**config.mk**
```make
export PLATFORM = sky130hd
export DESIGN_NAME = bram_phase_arbiter
export DESIGN_NICKNAME = d
export VERILOG_FILES = /design/src/rtl/bram_phase_arbiter.sv
export SDC_FILE = /design/constraint.sdc
export NUM_CORES = 1
export LEC_CHECK = 0
export BUFFER_PORTS_ARGS = -buffer_cell sky130_fd_sc_hd__buf_2
export CAP_MARGIN = 5
export CORE_ASPECT_RATIO = 0.8
export CORE_MARGIN = 2
export CORE_UTILIZATION = 35
export DETAILED_ROUTE_END_ITERATION = 7
export PLACE_DENSITY_LB_ADDON = 0.12
export SLEW_MARGIN = 10
export SYNTH_ARGS = -nofsm -noshare
export SYNTH_HDL_FRONTEND = slang
export SYNTH_SLANG_ARGS = --single-unit
export TNS_END_PERCENT = 10
```
**constraint.sdc**
```tcl
create_clock -name clk -period 4.2 [get_ports clk]
set_clock_uncertainty 0.2 [all_clocks]
set_input_delay 0.21 -clock clk [delete_from_list [all_inputs] [get_ports clk]]
set_output_delay 0.21 -clock clk [all_outputs]
set_load 0.005 [all_outputs]
```
**src/rtl/bram_phase_arbiter.sv**
```systemverilog
// Four-phase BRAM sequencer: one-hot fetch/data/write strobes plus arbitration of the
// single data slot per frame between the core load/store unit and a DMA requester.
module bram_phase_arbiter #(
    parameter int unsigned STARVE_LIMIT = 4
) (
    input  logic        clk,
    input  logic        rst,
    input  logic        c_req,
    input  logic        c_we,
    input  logic [15:0] c_addr,
    input  logic [15:0] c_din,
    output logic        c_ack,
    output logic [15:0] c_rdata,
    input  logic        d_req,
    input  logic        d_we,
    input  logic [15:0] d_addr,
    input  logic [15:0] d_din,
    output logic        d_ack,
    output logic [15:0] d_rdata,
    output logic        i1re,
    output logic        i2re,
    output logic        dre,
    output logic        gwe,
    output logic [15:0] daddr,
    output logic [15:0] din,
    output logic        dwe,
    input  logic [15:0] mem_dout
);

    // Handshake: a requester holds req/we/addr/din stable until its ack pulse; the
    // request is sampled only in P1, and a req still high after ack asks for the next frame.

    typedef enum logic [1:0] {
        PH_FETCH1 = 2'd0,
        PH_FETCH2 = 2'd1,
        PH_DATA   = 2'd2,
        PH_WRITE  = 2'd3
    } phase_e;

    localparam logic [3:0] STARVE_LIM4 = 4'(STARVE_LIMIT);

    phase_e      phase_q, phase_d;
    logic        i1re_q, i1re_d;
    logic        i2re_q, i2re_d;
    logic        dre_q, dre_d;
    logic        gwe_q, gwe_d;
    logic [15:0] daddr_q, daddr_d;
    logic [15:0] din_q, din_d;
    logic        dwe_q, dwe_d;
    logic        c_ack_q, c_ack_d;
    logic        d_ack_q, d_ack_d;
    logic        gnt_c_q, gnt_c_d;
    logic        gnt_d_q, gnt_d_d;
    logic [3:0]  starve_q, starve_d;

    always_comb begin
        phase_d  = phase_e'(phase_q + 2'd1);
        i1re_d   = (phase_d == PH_FETCH1);
        i2re_d   = (phase_d == PH_FETCH2);
        dre_d    = (phase_d == PH_DATA);
        gwe_d    = (phase_d == PH_WRITE);
        daddr_d  = daddr_q;
        din_d    = din_q;
        dwe_d    = dwe_q;
        c_ack_d  = 1'b0;
        d_ack_d  = 1'b0;
        gnt_c_d  = gnt_c_q;
        gnt_d_d  = gnt_d_q;
        starve_d = starve_q;

        case (phase_q)
            PH_FETCH2: begin
                // Arbitration on the edge entering the data phase.
                gnt_c_d = 1'b0;
                gnt_d_d = 1'b0;
                dwe_d   = 1'b0;
                if (c_req && d_req) begin
                    if (starve_q >= STARVE_LIM4) begin
                        gnt_d_d  = 1'b1;
                        daddr_d  = d_addr;
                        din_d    = d_din;
                        dwe_d    = d_we;
                        starve_d = 4'd0;
                    end else begin
                        gnt_c_d  = 1'b1;
                        daddr_d  = c_addr;
                        din_d    = c_din;
                        dwe_d    = c_we;
                        if (starve_q != 4'hF) begin
                            starve_d = starve_q + 4'd1;
                        end
                    end
                end else if (c_req) begin
                    gnt_c_d  = 1'b1;
                    daddr_d  = c_addr;
                    din_d    = c_din;
                    dwe_d    = c_we;
                    starve_d = 4'd0;
                end else if (d_req) begin
                    gnt_d_d  = 1'b1;
                    daddr_d  = d_addr;
                    din_d    = d_din;
                    dwe_d    = d_we;
                    starve_d = 4'd0;
                end else begin
                    starve_d = 4'd0;
                end
            end
            PH_DATA: begin
                c_ack_d = gnt_c_q;
                d_ack_d = gnt_d_q;
            end
            PH_WRITE: begin
                // Write enable stays up through gwe; the second write is a harmless repeat.
                dwe_d   = 1'b0;
                gnt_c_d = 1'b0;
                gnt_d_d = 1'b0;
            end
            default: begin
            end
        endcase
    end

    always_ff @(posedge clk or posedge rst) begin
        if (rst) begin
            phase_q  <= PH_WRITE;
            i1re_q   <= 1'b0;
            i2re_q   <= 1'b0;
            dre_q    <= 1'b0;
            gwe_q    <= 1'b0;
            daddr_q  <= 16'h0000;
            din_q    <= 16'h0000;
            dwe_q    <= 1'b0;
            c_ack_q  <= 1'b0;
            d_ack_q  <= 1'b0;
            gnt_c_q  <= 1'b0;
            gnt_d_q  <= 1'b0;
            starve_q <= 4'd0;
        end else begin
            phase_q  <= phase_d;
            i1re_q   <= i1re_d;
            i2re_q   <= i2re_d;
            dre_q    <= dre_d;
            gwe_q    <= gwe_d;
            daddr_q  <= daddr_d;
            din_q    <= din_d;
            dwe_q    <= dwe_d;
            c_ack_q  <= c_ack_d;
            d_ack_q  <= d_ack_d;
            gnt_c_q  <= gnt_c_d;
            gnt_d_q  <= gnt_d_d;
            starve_q <= starve_d;
        end
    end

    assign i1re    = i1re_q;
    assign i2re    = i2re_q;
    assign dre     = dre_q;
    assign gwe     = gwe_q;
    assign daddr   = daddr_q;
    assign din     = din_q;
    assign dwe     = dwe_q;
    assign c_ack   = c_ack_q;
    assign d_ack   = d_ack_q;
    // BRAM output is already registered; read data is meaningful only alongside an ack.
    assign c_rdata = mem_dout;
    assign d_rdata = mem_dout;

endmodule
```
# --- Word-level counts from Yosys, hierarchy flattened ---
# Cells that the tools add are included.
totals:
  n_memories: 0
  rom_bits: 0
  ff_bits: 47
  latchBits: 0
  elab_cells: 57
  ram_bits: 0
  output_inout_bits: 71
op_classes:
  shift: 0
  n_bitwise: 0
  n_eq_ne: 8
  reduce_logical: 6
  multipliers: 0
  n_mux: 27
  magnitude_cmp: 1
  addsub: 2
  div_mod_pow: 0
op_table:
  columns: ["cell", "count"]
  rows:
  - ["16-bit two-way mux", 8]
  - ["1-bit two-way mux", 13]
  - ["4-bit two-way mux", 3]
  - ["2-bit == test (second input constant)", 4]
  - ["1-bit case mux with 2 select lines", 3]
  - ["4-bit by 1-bit adder with 4-bit output (second input constant)", 1]
  - ["2-bit by 1-bit == test with 1-bit output (second input constant)", 2]
  - ["4-bit by 3-bit greater-or-equal comparator with 1-bit output (second input constant)", 1]
  - ["4-bit inequality test (second input constant)", 1]
  - ["2-bit AND reduction", 2]
  - ["3-bit by 1-bit inequality test with 1-bit output (second input constant)", 1]
  - ["3-bit nonzero test", 1]
  - ["2-bit by 1-bit adder with 2-bit output (second input constant)", 1]
  - ["2-bit logical NOT", 1]
  - ["2-bit nonzero test", 1]
  - ["1-bit logical AND", 1]

# --- Logic depth before layout (Yosys ltp) ---
logic_depth:
  word_depth: 4
  mapped_depth: 7
  ltp_nobuf: 5

# --- Worst setup path after synthesis ---
# OpenSTA, ideal clock, no wires.
synth_timing:
  path_kind: "reg2reg"
  startpoint: "register phase_q[1]"
  endpoint: "register daddr_q[0], in the netlist daddr[0]"
  path_slack_ns: 2.381
  t_arrival_ns: 1.539
  path_buffers: 2
  synth_period_minus_slack_ns: 1.819
  required_ns: 3.920
  path_stages_with_launch: 8
  setup_ns: 0.080
  cell_sequence: "dfstp_2 -> inv_1 -> ha_1 -> buf_2 -> o21ai_1 -> clkbuf_1 -> nand2_1 -> o211ai_2"
synth_via:
  elab_chain_len: 2
synth_rtl:
  columns: ["element", "line_no", "text"]
  rows:
  - ["start, declared", "42", "phase_e phase_q, phase_d;"]
  - ["start signal, assigned", "140", "phase_q <= phase_d;"]
  - ["2-bit by 1-bit == test with 1-bit output", "71", "case (phase_q)"]
  - ["2-bit AND reduction (no source line)", null, null]
  - ["end signal, assigned", "145", "daddr_q <= daddr_d;"]
  - ["end, declared", "47", "logic [15:0] daddr_q, daddr_d;"]
# Every way passes these cells.
# A chain may end at the register's enable or synchronous reset.

# --- Worst setup path in the final report ---
layout_timing:
  startpoint: "register phase_q[0]"
  endpoint: "register din_q[3], in the netlist din[3]"
layout_via:
  elab_chain_len: 2
layout_rtl:
  columns: ["element", "line_no", "text"]
  rows:
  - ["2-bit by 1-bit == test with 1-bit output", "71", null]
  - ["2-bit AND reduction (no source line)", null, null]
  - ["end signal, assigned", "146", "din_q <= din_d;"]
  - ["end, declared", "48", "logic [15:0] din_q, din_d;"]
# Every way passes these cells.

==> out/metrics.csv <==
metric,value,unit
drive_gt1_share,40.2,%
die_height,81.7,µm
initial_core_util,35.9,%
numPortBuffers,108,
nFillCells,704,
layout.nets,483,
place_congestion,0.752,
grt_pass1_wl,11.5,mm
antenna-diode-count,0,
clk_pin_slew,0.09,ns
finalPower,1.08,mW
synth_edf_count,0,
finalMaxSlewViolations,0,
fin_tns_setup,0,ns
multi_input_area,1100,µm²
setup_ws,1.32,ns
worstHoldPathType,in2reg,
pwr-share-comb,20.9,%
postSynthAreaPerCell,9.76,µm²
setup_violations,0,
drt_iter0_drc,99,
leakagePower,1.82,nW
wl,7.22,mm
drt.antenna.violating_nets,0,
synth_ff_type,dfrtp_1,
worstPathRequired,4.18,ns
grt_max_degree,48,
path_class,reg2reg,
htree_levels,2,
period_share,68.6,%
vias,2354,
synthTopCellsByArea,"dfrtp_1 43%, o211ai_2 14%, nand2_1 9.5%, buf_4 9.1%, nand4_1 7.6%",
wl_per_cell,15.0,µm
seqCellArea,1180,µm²
start_kind,register,
cts_resized,0,
ys_ff_latch,47,
yosysUniqueCellTypes,29,
async_reset_ff_share,100,%
hold_viol,0,
pwr-share-clk,32.5,%
status,"finished, final reports clean",
synth-seq-area-share,44.6,%
hold_ws,0.00801,ns
period_minus_slack,2.88,ns
drtPass1Iterations,4,
power_switching,0.275,mW
hpwl,4.56,mm
grt_overflow_total,0,
synth_nets,364,
tritoncts,yes,
cts.path.max_buffers,2,
internal_power,0.801,mW
dieArea,8270,µm²
rsz0062_at_grt,no,
tightest_slew,1.03,ns
fp.coreArea,7360,µm²
rows,28,
avgViaCountPerCell,4.89,
crit_arrival,2.86,ns
postCtsHoldBufs,53,
cts_made_buffers,5,
post_cts_buffers,0,
grt_antenna_before_repair,0,
grtUsageTotal,17.7,%
ios,157,
dp.cells,419,
cts.sinks,47,
seqPwrFrac,46.6,%
powerDensity,295,nW/µm²
drc,0,
synthToLayoutAreaGrowth,37.7,%
cp_max_fo,32,
die_w,101,µm
peakVddDrop,0.110,mV
clkLatencyLatePin,0.29,ns
clockRootBuffer,clkbuf_8,
first_global_vias,2326,
crit_path_end_kind,register,
maxSlewHeadroom,31.3,%
syn_inst,271,
max_freq,0.347,GHz
yosysWarnings,0,
place_ws,1.88,ns
synth_top_area_share,42.6,%
synth_area,2640,µm²
stdcell_count,481,
drv_cap,0,
yosysTopAreaCell,dfrtp_1,
switching_share,25.6,%
worst paths after layout:
path / depth (start not counted) / to / startpoint / slack [ns]
worst min register to register: 2 / daddr[11] / daddr[11] / 0.29
max in group asynchronous: 3 / din[13] / rst / 2.66
worst max-delay path: 7 / din[3] / phase_q[0] / 1.32
worst max register to register: 7 / din[3] / phase_q[0] / 1.32
min in group asynchronous: 3 / gwe / rst / 0.50
worst min-delay path: 3 / daddr[5] / c_addr[5] / 0.008
synth_stat cells (2+ instances only):
library cell,count
nand3_1,3
o22ai_1,2
nor2_1,2
and2_1,3
o211ai_2,30
ha_1,7
nand2b_1,3
inv_1,6
nand4_1,32
buf_4,32
buf_6,3
dfstp_2,2
buf_2,6
clkbuf_1,11
nand2_1,67
a21oi_1,2
o21a_1,2
buf_1,2
o211ai_1,2
dfrtp_1,45
layout make-up:
type | instances | area share, %
clock buffers | 6 | 2.27
repair buffers | 166 | 30.5
inverters | 6 | 0.619
flip-flops and latches | 47 | 32.4
well taps | 90 | 3.09
clock inverters | 2 | 0.963
multi-input cells | 164 | 30.1
worst max-delay path: stages (launching register included):
cell and delay [ns]:
dfstp_2 0.57, ha_2 0.48, buf_4 0.37, o21ai_2 0.08, buf_4 0.26, nand2_1 0.12
o211ai_2 0.08, dlygate4sd3_1 0.61
power by group through the flow:
| stage | logic, mW | clock network [mW] | registers [mW] |
|---|---|---|---|
| after floorplan | 0.114 | 0 | 0.511 |
| after global placement | 0.172 | 0 | 0.511 |
| after detailed placement | 0.174 | 0 | 0.510 |
| after CTS | 0.225 | 0.363 | 0.501 |
| after global routing | 0.250 | 0.385 | 0.505 |
| final | 0.224 | 0.350 | 0.501 |
cells in the final DEF (no fill, tap or decap):
| cell type | instances |
|---|---|
| a21oi_1 | 2 |
| o311ai_0 | 1 |
| nor4_1 | 1 |
| ha_2 | 1 |
| nand2b_1 | 3 |
| o211ai_2 | 30 |
| nand2_1 | 67 |
| and3_1 | 1 |
| buf_4 | 4 |
| dfstp_2 | 2 |
| bufinv_16 | 1 |
| ha_1 | 6 |
| o21ai_2 | 2 |
| dlygate4sd3_1 | 54 |
| buf_2 | 108 |
| o41ai_1 | 1 |
| o21a_1 | 2 |
| clkbuf_8 | 6 |
| o211ai_1 | 2 |
| and2_2 | 1 |
| o21ai_0 | 1 |
| and2_1 | 2 |
| inv_1 | 5 |
| nor2_1 | 2 |
| o22ai_1 | 2 |
| a211oi_1 | 1 |
| nand4_1 | 32 |
| nand3_1 | 3 |
| inv_2 | 1 |
| dfrtp_1 | 45 |
| nor2b_1 | 1 |
| clkinv_2 | 1 |
sequential cells by signal, summed over array words and instances (netlist names):
register	flops
dwe	1
gwe	1
gnt_d_q	1
phase_q	2
c_ack	1
din	16
d_ack	1
i1re	1
daddr	16
i2re	1
dre	1
gnt_c_q	1
starve_q	4
routing by layer:
metal / part of all wire (%) / global-route usage, % / vias up
met4: 0.26 / 3.51 / 0
met1: 48 / 25.0 / 1108
li1: - / - / 1155
met5: 0 / 0 / -
met2: 45 / 27.9 / 89
met3: 6.8 / 4.51 / 2
cells by family after synthesis:
logic type	Yosys count	synth area share, %
adder cells (fa/ha/maj)	7	3.31
AND/OR/NAND/NOR	113	20.1
AO/OA/AOI/OAI	44	17.8
buffers and inverters	60	14.2
flip-flops	47	44.6
stage by stage:
step / cell area (µm²) / utilization [%]
after floorplan: 2640 / -
after global placement: 2980 / 40.5
after detailed placement: 2980 / 40.5
after CTS: 3630 / 49.3
after global routing: 3640 / 49.5
final: 3640 / 49.5
Power figures use the tool's default switching activity.
